File: src/rtl/fma9_dot_sequencer.sv
`default_nettype none
// ============================================================================
// Module   : fma9_dot_sequencer
// Purpose  : Sequencing controller for the 9-term FMA dot-product datapath.
//            Streams 9-pair operand beats into the datapath one pass at a
//            time and feeds each pass result back as the next addend, so a
//            dot product of job_len beats is produced. It owns the
//            accumulator and handles datapath hazard, timeout and abort.
// Ports    : clk, rst_n (async active-low)
//            job_*   : job handshake (length in beats, initial addend)
//            beat_*  : operand beat handshake (LANES a/b words, lane 0 LSBs)
//            abort   : synchronous job cancel
//            fma_*   : registered operands/strobe to the datapath, result back
//            res_*   : final result handshake with timeout error flag
//            spurious_err : sticky, result strobe seen outside WAIT/DRAIN
//            busy    : controller not idle
// Revision : 1.0 - initial release
// ============================================================================
module fma9_dot_sequencer #(
  parameter int WIDTH     = 32,
  parameter int LANES     = 9,
  parameter int LEN_WIDTH = 8,
  parameter int PIPE_LAT  = 4,
  parameter int TIMEOUT   = 16
) (
  input  logic                   clk,
  input  logic                   rst_n,
  input  logic                   job_valid,
  output logic                   job_ready,
  input  logic [LEN_WIDTH-1:0]   job_len,
  input  logic [WIDTH-1:0]       job_c_init,
  input  logic                   beat_valid,
  output logic                   beat_ready,
  input  logic [LANES*WIDTH-1:0] beat_a,
  input  logic [LANES*WIDTH-1:0] beat_b,
  input  logic                   abort,
  output logic                   fma_issue,
  output logic [LANES*WIDTH-1:0] fma_a,
  output logic [LANES*WIDTH-1:0] fma_b,
  output logic [WIDTH-1:0]       fma_c,
  input  logic                   fma_res_valid,
  input  logic [WIDTH-1:0]       fma_res,
  output logic                   res_valid,
  input  logic                   res_ready,
  output logic [WIDTH-1:0]       res_data,
  output logic                   res_err,
  output logic                   spurious_err,
  output logic                   busy
);

  // The watchdog limit is TIMEOUT-1, but never shorter than the nominal
  // datapath latency, otherwise every healthy pass would be declared lost.
  localparam int C_WD_LIMIT = (TIMEOUT - 1 > PIPE_LAT + 1) ? (TIMEOUT - 1) : (PIPE_LAT + 1);
  localparam int C_WD_W     = $clog2(C_WD_LIMIT + 1);
  localparam logic [C_WD_W-1:0]    C_WD_MAX = C_WD_W'(C_WD_LIMIT);
  localparam logic [C_WD_W-1:0]    C_WD_ONE = C_WD_W'(1);
  localparam logic [LEN_WIDTH-1:0] C_LEN_ONE = LEN_WIDTH'(1);

  typedef enum logic [2:0] {
    S_IDLE  = 3'd0,
    S_ISSUE = 3'd1,
    S_WAIT  = 3'd2,
    S_DONE  = 3'd3,
    S_DRAIN = 3'd4
  } state_t;

  state_t                 state_q, state_d;
  logic [WIDTH-1:0]       acc_q, acc_d;
  logic [LEN_WIDTH-1:0]   remaining_q, remaining_d;
  logic [C_WD_W-1:0]      wd_q, wd_d;
  logic [C_WD_W-1:0]      wd_inc;
  logic [LANES*WIDTH-1:0] fma_a_q, fma_a_d;
  logic [LANES*WIDTH-1:0] fma_b_q, fma_b_d;
  logic [WIDTH-1:0]       fma_c_q, fma_c_d;
  logic                   fma_issue_q, fma_issue_d;
  logic                   res_err_q, res_err_d;
  logic                   spurious_q, spurious_d;
  logic                   job_ready_q, job_ready_d;
  logic                   beat_ready_q, beat_ready_d;
  logic                   res_valid_q, res_valid_d;
  logic [WIDTH-1:0]       res_data_q, res_data_d;
  logic                   busy_q, busy_d;

  // Saturating so the counter can never wrap past the limit.
  assign wd_inc = (wd_q == C_WD_MAX) ? wd_q : (wd_q + C_WD_ONE);

  always_comb begin
    state_d     = state_q;
    acc_d       = acc_q;
    remaining_d = remaining_q;
    wd_d        = wd_q;
    fma_a_d     = fma_a_q;
    fma_b_d     = fma_b_q;
    fma_c_d     = fma_c_q;
    fma_issue_d = 1'b0;
    res_err_d   = res_err_q;
    spurious_d  = spurious_q;

    case (state_q)
      S_IDLE: begin
        // abort in IDLE also blocks a simultaneous job offer
        if (job_valid && !abort) begin
          acc_d       = job_c_init;
          remaining_d = job_len;
          spurious_d  = 1'b0;
          res_err_d   = 1'b0;
          state_d     = (job_len == '0) ? S_DONE : S_ISSUE;
        end
      end

      S_ISSUE: begin
        if (abort) begin
          state_d = S_IDLE;
        end else if (beat_valid) begin
          fma_a_d     = beat_a;
          fma_b_d     = beat_b;
          fma_c_d     = acc_q;
          fma_issue_d = 1'b1;
          remaining_d = remaining_q - C_LEN_ONE;
          wd_d        = '0;
          state_d     = S_WAIT;
        end
      end

      S_WAIT: begin
        if (abort) begin
          // the pass in flight must still be absorbed before a new job
          state_d = S_DRAIN;
          wd_d    = wd_inc;
        end else if (fma_res_valid) begin
          acc_d     = fma_res;
          res_err_d = 1'b0;
          state_d   = (remaining_q == '0) ? S_DONE : S_ISSUE;
        end else if (wd_q == C_WD_MAX) begin
          res_err_d = 1'b1;
          state_d   = S_DONE;
        end else begin
          wd_d = wd_inc;
        end
      end

      S_DONE: begin
        if (abort || res_ready) begin
          res_err_d = 1'b0;
          state_d   = S_IDLE;
        end
      end

      S_DRAIN: begin
        // late result of the cancelled job is discarded, acc untouched
        if (fma_res_valid || (wd_q == C_WD_MAX)) begin
          state_d = S_IDLE;
        end else begin
          wd_d = wd_inc;
        end
      end

      default: begin
        state_d = S_IDLE;
      end
    endcase

    // A result strobe with no pass outstanding is flagged; set wins over
    // the clear on job accept so a coincident strobe is not lost.
    if (fma_res_valid && (state_q == S_IDLE || state_q == S_ISSUE || state_q == S_DONE)) begin
      spurious_d = 1'b1;
    end

    // Status outputs are registered from the next state.
    job_ready_d  = (state_d == S_IDLE);
    beat_ready_d = (state_d == S_ISSUE);
    res_valid_d  = (state_d == S_DONE);
    busy_d       = (state_d != S_IDLE);
    res_data_d   = (state_d == S_DONE) ? acc_d : '0;
  end

  always_ff @(posedge clk or negedge rst_n) begin
    if (!rst_n) begin
      state_q      <= S_IDLE;
      acc_q        <= '0;
      remaining_q  <= '0;
      wd_q         <= '0;
      fma_a_q      <= '0;
      fma_b_q      <= '0;
      fma_c_q      <= '0;
      fma_issue_q  <= 1'b0;
      res_err_q    <= 1'b0;
      spurious_q   <= 1'b0;
      job_ready_q  <= 1'b1;
      beat_ready_q <= 1'b0;
      res_valid_q  <= 1'b0;
      res_data_q   <= '0;
      busy_q       <= 1'b0;
    end else begin
      state_q      <= state_d;
      acc_q        <= acc_d;
      remaining_q  <= remaining_d;
      wd_q         <= wd_d;
      fma_a_q      <= fma_a_d;
      fma_b_q      <= fma_b_d;
      fma_c_q      <= fma_c_d;
      fma_issue_q  <= fma_issue_d;
      res_err_q    <= res_err_d;
      spurious_q   <= spurious_d;
      job_ready_q  <= job_ready_d;
      beat_ready_q <= beat_ready_d;
      res_valid_q  <= res_valid_d;
      res_data_q   <= res_data_d;
      busy_q       <= busy_d;
    end
  end

  assign job_ready    = job_ready_q;
  assign beat_ready   = beat_ready_q;
  assign fma_issue    = fma_issue_q;
  assign fma_a        = fma_a_q;
  assign fma_b        = fma_b_q;
  assign fma_c        = fma_c_q;
  assign res_valid    = res_valid_q;
  assign res_data     = res_data_q;
  assign res_err      = res_err_q;
  assign spurious_err = spurious_q;
  assign busy         = busy_q;

endmodule
`default_nettype wire

File: config.mk
export PLATFORM = sky130hd
export DESIGN_NAME = fma9_dot_sequencer
export DESIGN_NICKNAME = d
export VERILOG_FILES = /design/src/rtl/fma9_dot_sequencer.sv
export SDC_FILE = /design/constraint.sdc
export NUM_CORES = 1
export LEC_CHECK = 0
export ABC_AREA = 1
export CAP_MARGIN = 20
export CORE_AREA = 5 5 497 499
export DETAILED_ROUTE_END_ITERATION = 10
export DIE_AREA = 0 0 502 504
export HOLD_SLACK_MARGIN = 0.06
export SLEW_MARGIN = 20
export SYNTH_ARGS = -nofsm -noshare
export SYNTH_HDL_FRONTEND = slang
export SYNTH_SLANG_ARGS = --single-unit
File: constraint.sdc
create_clock -name clk -period 1.8 [get_ports clk]
set_clock_uncertainty 0.2 [all_clocks]
set_input_delay 0.54 -clock clk [delete_from_list [all_inputs] [get_ports clk]]
set_output_delay 0.54 -clock clk [all_outputs]
set_load 0.02 [all_outputs]
# Word level (Yosys, flattened, before mapping)

Index checks and enable logic that the tools add are counted.

Register bits after elaboration: 694
Logic and storage cells: 95
Output and inout port bits: 647
Input bits: 655

$add $sub $neg: 2
Reductions and logical operators: 22
Muxes and demuxes: 39
Eq/ne operators: 16
Bitwise operators: 1

Operators by type and width:

| operator                                                               | count |
|---|---|
| 32-bit two-way mux                                                     | 4 |
| 32-bit one-hot mux with 2 select lines                                 | 1 |
| 4-bit two-way mux                                                      | 7 |
| 3-bit two-way mux                                                      | 8 |
| 8-bit two-way mux                                                      | 3 |
| 8-bit zero test                                                        | 2 |
| 8-bit one-hot mux with 2 select lines                                  | 1 |
| 3-bit one-hot mux with 5 select lines                                  | 1 |
| 2-bit inequality test (second input constant)                          | 6 |
| 4-bit one-hot mux with 3 select lines                                  | 1 |
| 1-bit two-way mux                                                      | 10 |
| 3-bit by 2-bit equality test with 1-bit output (second input constant) | 3 |
| 3-bit inequality test (second input constant)                          | 3 |
| 3-bit nonzero test                                                     | 3 |
| 8-bit by 1-bit subtractor with 8-bit output (second input constant)    | 1 |
| 3-bit by 1-bit equality test with 1-bit output (second input constant) | 2 |
| 3-bit zero test                                                        | 2 |
| 6-bit AND reduction                                                    | 1 |
| 2-bit nonzero test                                                     | 3 |
| 5-bit AND reduction                                                    | 1 |
| 4-bit by 1-bit adder with 4-bit output (second input constant)         | 1 |
| 4-bit equality test (second input constant)                            | 1 |
| 1-bit logical OR                                                       | 4 |
| 2-bit two-way mux                                                      | 2 |
| other kinds (8)                                                        | 9 |

# Longest topological paths before layout

Gate-level depths: netlist (run 1).

Depth in word-level cells: 7
Mapped depth: 12
Gate-level depth less buffers: 9

# Least setup slack after synthesis (run 1)

Ideal clock, no wire load.

Path kind: input-to-reg
Start: input abort
End: register fma_a_q[100], in the netlist fma_a[100]
Setup time: 0.117 ns
Path buffers: 4
Required time: 1.483 ns
Arrival: 1.558 ns
Slack: -0.075 ns
Cell stages on the path: 10
Cells stage by stage: buf_4 inv_4 nand2_1 nor2_4 inv_2 buf_6 buf_2 buf_2 nand2_1 nand2_1

Word-level cells in the longest chain between the ends: 2

Ends and longest elaborated chain:

| element                       | line | RTL |
|---|---|---|
| from (decl)                   | 36   | `input logic abort,` |
| 1-bit inverter (no line)      | n/a  |  |
| 3-bit AND reduction (no line) | n/a  |  |
| to (signal assigned)          | 199  | `fma_a_q <= fma_a_d;` |
| to (decl)                     | 72   | `logic [LANES*WIDTH-1:0] fma_a_q, fma_a_d;` |

No other way between the ends.
A chain may end at the register's enable or synchronous reset.

# Worst setup path in the final report (run 1)

Start: register fma_a_q[206], in the netlist fma_a[206]
End: output fma_a[206]

RTL lines:

| element   | line | RTL |
|---|---|---|
| to (decl) | 38   | `output logic [LANES*WIDTH-1:0] fma_a,` |

No word-level cell between the ends.

==> results of run 1 <==
path summary, 6_finish.rpt:
kind / end / startpoint / cells past startpoint / slack, ns
worst max-delay path: fma_a[206] / fma_a[206] / 1 / -0.34
worst min-delay path: fma_b[110] / beat_b[110] / 3 / 0.15
worst max register to register: res_data[1] / state_q[0] / 13 / -0.24
worst min register to register: fma_b[10] / fma_b[10] / 2 / 0.29
max in group asynchronous: fma_a[222] / rst_n / 4 / 0.39
min in group asynchronous: fma_b[206] / rst_n / 3 / 0.41
kinds of logic (layout without fill, tap and decap cells):
| kind of cell | Yosys count | after routing | synth area share |
|---|---|---|---|
| flip-flops | 694 | 694 | 0.620 |
| adder cells (fa/ha/maj) | 3 | 3 | 0.00134 |
| AO/OA/AOI/OAI | 121 | 121 | 0.0219 |
| XOR/XNOR | 1 | 1 | 0.000313 |
| other | 0 | 23 | 0 |
| buffers and inverters | 262 | 2046 | 0.0498 |
| AND/OR/NAND/NOR | 2236 | 2237 | 0.307 |
flip-flops by register name, indices dropped and copies added, names as in the netlist:
| name | flops |
|---|---|
| state_q | 3 |
| beat_ready | 1 |
| busy | 1 |
| fma_b | 288 |
| fma_issue | 1 |
| acc_q | 32 |
| res_valid | 1 |
| job_ready | 1 |
| res_err | 1 |
| wd_q | 4 |
| res_data | 32 |
| fma_a | 288 |
| remaining_q | 8 |
| spurious_err | 1 |
| fma_c | 32 |
layout make-up:
cell class | count | area [sq um]
Timing Repair Buffer | 1792 | 22700
Inverter | 90 | 394
Multi-Input combinational cell | 2362 | 10300
Clock inverter | 37 | 520
Fill cell | 25781 | 184000
Antenna cell | 23 | 57.6
Clock buffer | 126 | 2570
Tap cell | 3202 | 4010
Timing Repair inverter | 1 | 16.3
Sequential cell | 694 | 17400
where the power goes:
| group | internal, mW | switching (mW) | leakage (nW) | total [mW] |
|---|---|---|---|---|
| Clock | 11.3 | 7.88 | 1.49 | 19.2 |
| Sequential | 21.1 | 5.99 | 8.72 | 27.1 |
| Combinational | 21.7 | 21.6 | 17.5 | 43.3 |
| Total | 54.1 | 35.5 | 27.7 | 89.5 |
layout by cell type (no fill, tap or decap), drive strengths merged:
cell type      Yosys  routed
nand2           2075    2076
buf              152    1106
dfrtp            693     693
clkdlybuf4s50      0     652
clkbuf            20     146
nor2             129     129
o21ai            113     113
inv               89      95
diode              0      23
nand3             17      17
clkinv             1      17
bufinv             0       9
dlygate4sd3        0       9
nand4              8       8
clkinvlp           0       7
bufbuf             0       5
a21oi              4       4
or2                3       3
ha                 3       3
o211ai             2       2
nor3               2       2
xnor2              1       1
and2               1       1
nand3b             1       1
o22ai              1       1
o21bai             1       1
dfstp              1       1
layer usage:
metal  GRT usage  up-vias  share of wire
met1       0.185    14882           0.36
met5           0        -         0.0010
li1            -    13503              -
met4      0.0624       36          0.038
met2       0.276     1611           0.46
met3       0.103      399           0.14
stage by stage:
step	util	worst slack (ns)	cells	TNS (ns)	total power, mW
2_1_floorplan	-	0.0124	3317	0	35.7
3_3_place_gp	0.206	-0.935	7843	-501.29	65.9
3_5_place_dp	0.206	-0.902	7843	-503.29	66.1
4_1_cts	0.229	-0.431	8174	-239.35	88.7
5_1_grt	0.239	-0.398	8322	-317.76	94.0
6_report	0.239	-0.342	8327	-224.21	89.5
what timing repair did:
item | CTS | global route
resized for setup | 1640 | 334
endpoints found under the setup margin | 1230 | 1325
setup buffers | 144 | 111
endpoints found under the hold margin | 401 | 0
pin swaps | 19 | 52
cloned | 15 | 26
hold buffers | 9 | 0
==> flow_metrics.tcl, run 1 <==
set metrics [dict create \
    htreeDepth 3 \
    num_rows 181 \
    clock-sinks 694 \
    hold_violations 0 \
    numCtsBuffers 89 \
    ant_nets 0 \
    violations "negative setup slack" \
    critPathBufInv 1 \
    avgSynthCellArea_sq_um 8.44 \
    max-vdd-ir-drop_mv 0.773 \
    grt_max_degree 62 \
    yosysMostFrequentCell "nand2_1" \
    clk_pin_slew_ns 0.06 \
    leakage_nw 27.7 \
    cp_top_family "flip-flops" \
    setup_slack_ns -0.342 \
    io_pins 1302 \
    initial_core_util 0.116 \
    drt-pass1-iter-count 5 \
    synth_area_leaders "dfrtp_1 (62%), nand2_1 (28%), o21ai_0 (1.9%)" \
    grt-ovfl-total 0 \
    ys_ff_latch 694 \
    max_cap_viol_count 0 \
    cts-root-buf "clkbuf_16" \
    run_status "finished with violations" \
    postSynthCellCount 3317 \
    required_ns 1.06 \
    core_sq_mm 0.242 \
    routedWlPerCell_microns 27.8 \
    criticalPathCategory "reg2out" \
    io_buffers 1301 \
    area_delta_synth_final_pct 107 \
    totalWireLength_microns 232000 \
    async_reset_ff_frac 1.00 \
    die_h_microns 504 \
    drive_above_1_share 0.309 \
    grt_setup_unrepaired "yes" \
    post_dp_cell_area_sq_mm 0.0499 \
    first_global_vias 30552 \
    synth_top_area_cell "dfrtp_1" \
    seq_area_frac_synth 0.620 \
    place_congestion 0.934 \
    ys.flop_type "dfrtp_1" \
    drtIter0Drc 2249 \
    startpoint_type "flip-flop" \
    die_w_microns 502 \
    powerDensity_mw_per_mm2 1540 \
    setup_violations 1330 \
    synth_common_cells "nand2_1 (2069), dfrtp_1 (693), o21ai_0 (106), nor2_1 (102), inv_1 (84)" \
    critPathArrivalTime_ns 1.40 \
    period_needed_ns 2.14 \
    via_per_inst 3.65 \
    clk_latency_ns 0.72 \
    grt_pass1_wl_microns 291000 \
    end_kind "primary output" \
    worst_path_max_delay_cell "dfrtp_2" \
    grt_use_total 0.172 \
    final_cell_area_sq_mm 0.0580 \
    finalCritPeriodShare 1.19 \
    fmax_mhz 467 \
    slowest_delay_ns 0.50 \
    fin_hold_ws_ns 0.153 \
    clockBufferDepth 3 \
    holdCritPathClass "in2reg" \
    synth_top_area_share 0.619 \
    critPathMaxFanout 2 \
    drv_slew 0 \
    tritoncts "done" \
    drcViolationCount 0 \
    slew_headroom 0.707 \
    antenna_found_initial 113 \
    synth_nets 3975 \
    place_hpwl_microns 190000 \
    nets 5688 \
    synth-edff-count 0 \
    synth_cell_types 35 \
    worstMarginPinSlew_ns 0.440 \
    die-area_sq_mm 0.253 \
    syn_area_sq_mm 0.0280 \
    num_vias 30431 \
    yosysWarnings 0 \
    crit_chain "buf_12" \
]
Power figures use the tool's default switching activity.
==> run 2, diff against run 1 <==
GPL_TIMING_DRIVEN = 0   (was not set)
==> run 2 against run 1 <==
Net effect: the flow finishes with violations (negative hold slack, negative setup slack); first-iteration DRC count shrank 0.22%; die area did not move; sequential share of layout area increased by 2.1 points; flip-flop and latch count stayed put; register-to-register slack worse by 0.096 ns; hold slack lost 0.58 ns.
==> flow_metrics.tcl, run 2 (synthesized netlist as in run 1, its figures left out) <==
set metrics [dict create \
    finalPower_mw 80.2 \
    holdBufCountCts 121 \
    instances_no_fill 8350 \
    drive_above_1_share 0.278 \
    dp_slack_ns -1.49 \
    nets 5700 \
    first_global_vias 30933 \
    io_pins 1302 \
    grt_pass1_wl_microns 306000 \
    clk_pin_slew_ns 0.06 \
    worstMarginPinSlew_ns 0.680 \
    core_sq_mm 0.242 \
    required_ns 2.27 \
    run_status "finished with violations" \
    powerDensity_mw_per_mm2 1490 \
    htreeDepth 3 \
    crit_chain "buf_6 -> inv_8 -> nand3_4 -> nor2_4 -> buf_12 -> buf_16 -> buf_12 -> buf_4 -> nand2_1 -> nand2_1" \
    fin_setup_tns_ns -288.92 \
    num_vias 30265 \
    post_dp_cell_area_sq_mm 0.0454 \
    drv_slew 0 \
    slew_headroom 0.546 \
    layout_common_cells "nand2_1 (1943), dfrtp_1 (675), clkdlybuf4s50_1 (651)" \
    slowest_delay_ns 0.37 \
    max_cap_viol_count 0 \
    die_w_microns 502 \
    switchingPower_mw 33.4 \
    fillers 26454 \
    io_buffers 1299 \
    multiInputGateArea_sq_mm 0.0102 \
    leakage_nw 26.5 \
    place_hpwl_microns 199000 \
    violations "negative hold slack, negative setup slack" \
    grt_max_degree 96 \
    p_clk_frac 0.248 \
    holdCritPathClass "in2async" \
    mostFrequentLayoutCell "nand2_1" \
    reg2reg_slack_ns -0.34 \
    period_needed_ns 2.14 \
    die-area_sq_mm 0.253 \
    final_cell_area_sq_mm 0.0540 \
    pwr-share-comb 0.436 \
    clock-sinks 694 \
    grt-ovfl-total 0 \
    grt_setup_unrepaired "yes" \
    via_per_inst 3.62 \
    setup_violations 1321 \
    finalCritPeriodShare 1.19 \
    ant_nets 0 \
    dp_cells 7826 \
    criticalPathCategory "reg2reg" \
    cts-root-buf "clkbuf_16" \
    antenna_found_initial 95 \
    tritoncts "done" \
    routedWlPerCell_microns 29.0 \
    p_int_mw 46.7 \
    totalWireLength_microns 242000 \
    drcViolationCount 0 \
    seq_power_share 0.317 \
    critPathMaxFanout 10 \
    worst_path_max_delay_cell "dfrtp_1" \
    clk_latency_ns 0.74 \
    area_delta_synth_final_pct 92.7 \
    numCtsBuffers 92 \
    fin_hold_ws_ns -0.422 \
    register_area_sq_mm 0.0174 \
    initial_core_util 0.116 \
    finalCoreUtilization 0.223 \
    clockBufferDepth 3 \
    num_rows 181 \
    drtIter0Drc 2244 \
    end_kind "flip-flop" \
    hold_violations 68 \
    critPathArrivalTime_ns 2.60 \
    die_h_microns 504 \
    p_sw_frac 0.417 \
    grt_use_total 0.182 \
    fmax_mhz 468 \
    max-vdd-ir-drop_mv 0.860 \
    startpoint_type "flip-flop" \
    drt-pass1-iter-count 7 \
    place_congestion 1.01 \
    setup_slack_ns -0.336 \
]
==> run 2: changes by cell type in the layout (fill, tap and decap cells not counted), moves of 45 or more <==
| cell | previous run | this run |
|---|---|---|
| buf_12 | 441 | 41 |
| buf_6 | 281 | 474 |
| dfrtp_2 | 63 | 18 |
| buf_4 | 351 | 224 |
| dfrtp_1 | 630 | 675 |
| clkdlybuf4s15_2 | 0 | 57 |
| buf_2 | 1 | 140 |
| dlygate4sd3_1 | 9 | 121 |
==> run 2: path summary, 6_finish.rpt <==
check | cells after the start | endpoint | startpoint
max | 10 | fma_a[145] | state_q[2]
min | 1 | fma_b[177] | rst_n
max reg2reg | 10 | fma_a[145] | state_q[2]
min reg2reg | 2 | fma_a[3] | fma_a[3]
max in group asynchronous | 4 | acc_q[18] | rst_n
min in group clk | 3 | fma_b[68] | beat_b[68]
==> run 2: final cells by class <==
cell class,count,share of cell area
well taps,3202,0.0742
clock buffers,123,0.0482
clock inverters,47,0.0108
inverters,90,0.00672
repair buffers,1634,0.313
diodes,30,0.00139
plain buffers,169,0.0342
flip-flops and latches,694,0.322
multi-input cells,2361,0.189
==> run 2: power by group through the flow <==
stage | sequential (mW) | clock (mW) | combinational, mW
after global placement | 24.7 | 0 | 32.4
after floorplan | 30.1 | 0 | 5.53
after CTS | 25.1 | 20.6 | 33.8
after detailed placement | 24.7 | 0 | 32.5
after global routing | 25.9 | 21.1 | 37.6
final | 25.4 | 19.9 | 34.9
==> run 2: critical path: cells and delay by family (launching register included) <==
family	cells	cell delay, ns
flip-flops	1	0.37
AND/OR/NAND/NOR	4	0.47
buffers and inverters	6	0.97
==> run 2: metal layers <==
layer | global-route usage | share of wire
met1 | 0.188 | 0.35
met2 | 0.300 | 0.46
met3 | 0.118 | 0.15
met4 | 0.0622 | 0.038
met5 | 0 | 0.0017
==> run 2: repair_timing <==
item	CTS	global route
endpoints found under the setup margin	1332	1592
gates resized for setup	3556	841
cloned	13	19
pin swaps	5	35
buffers inserted	103	72
endpoints found under the hold margin	238	67
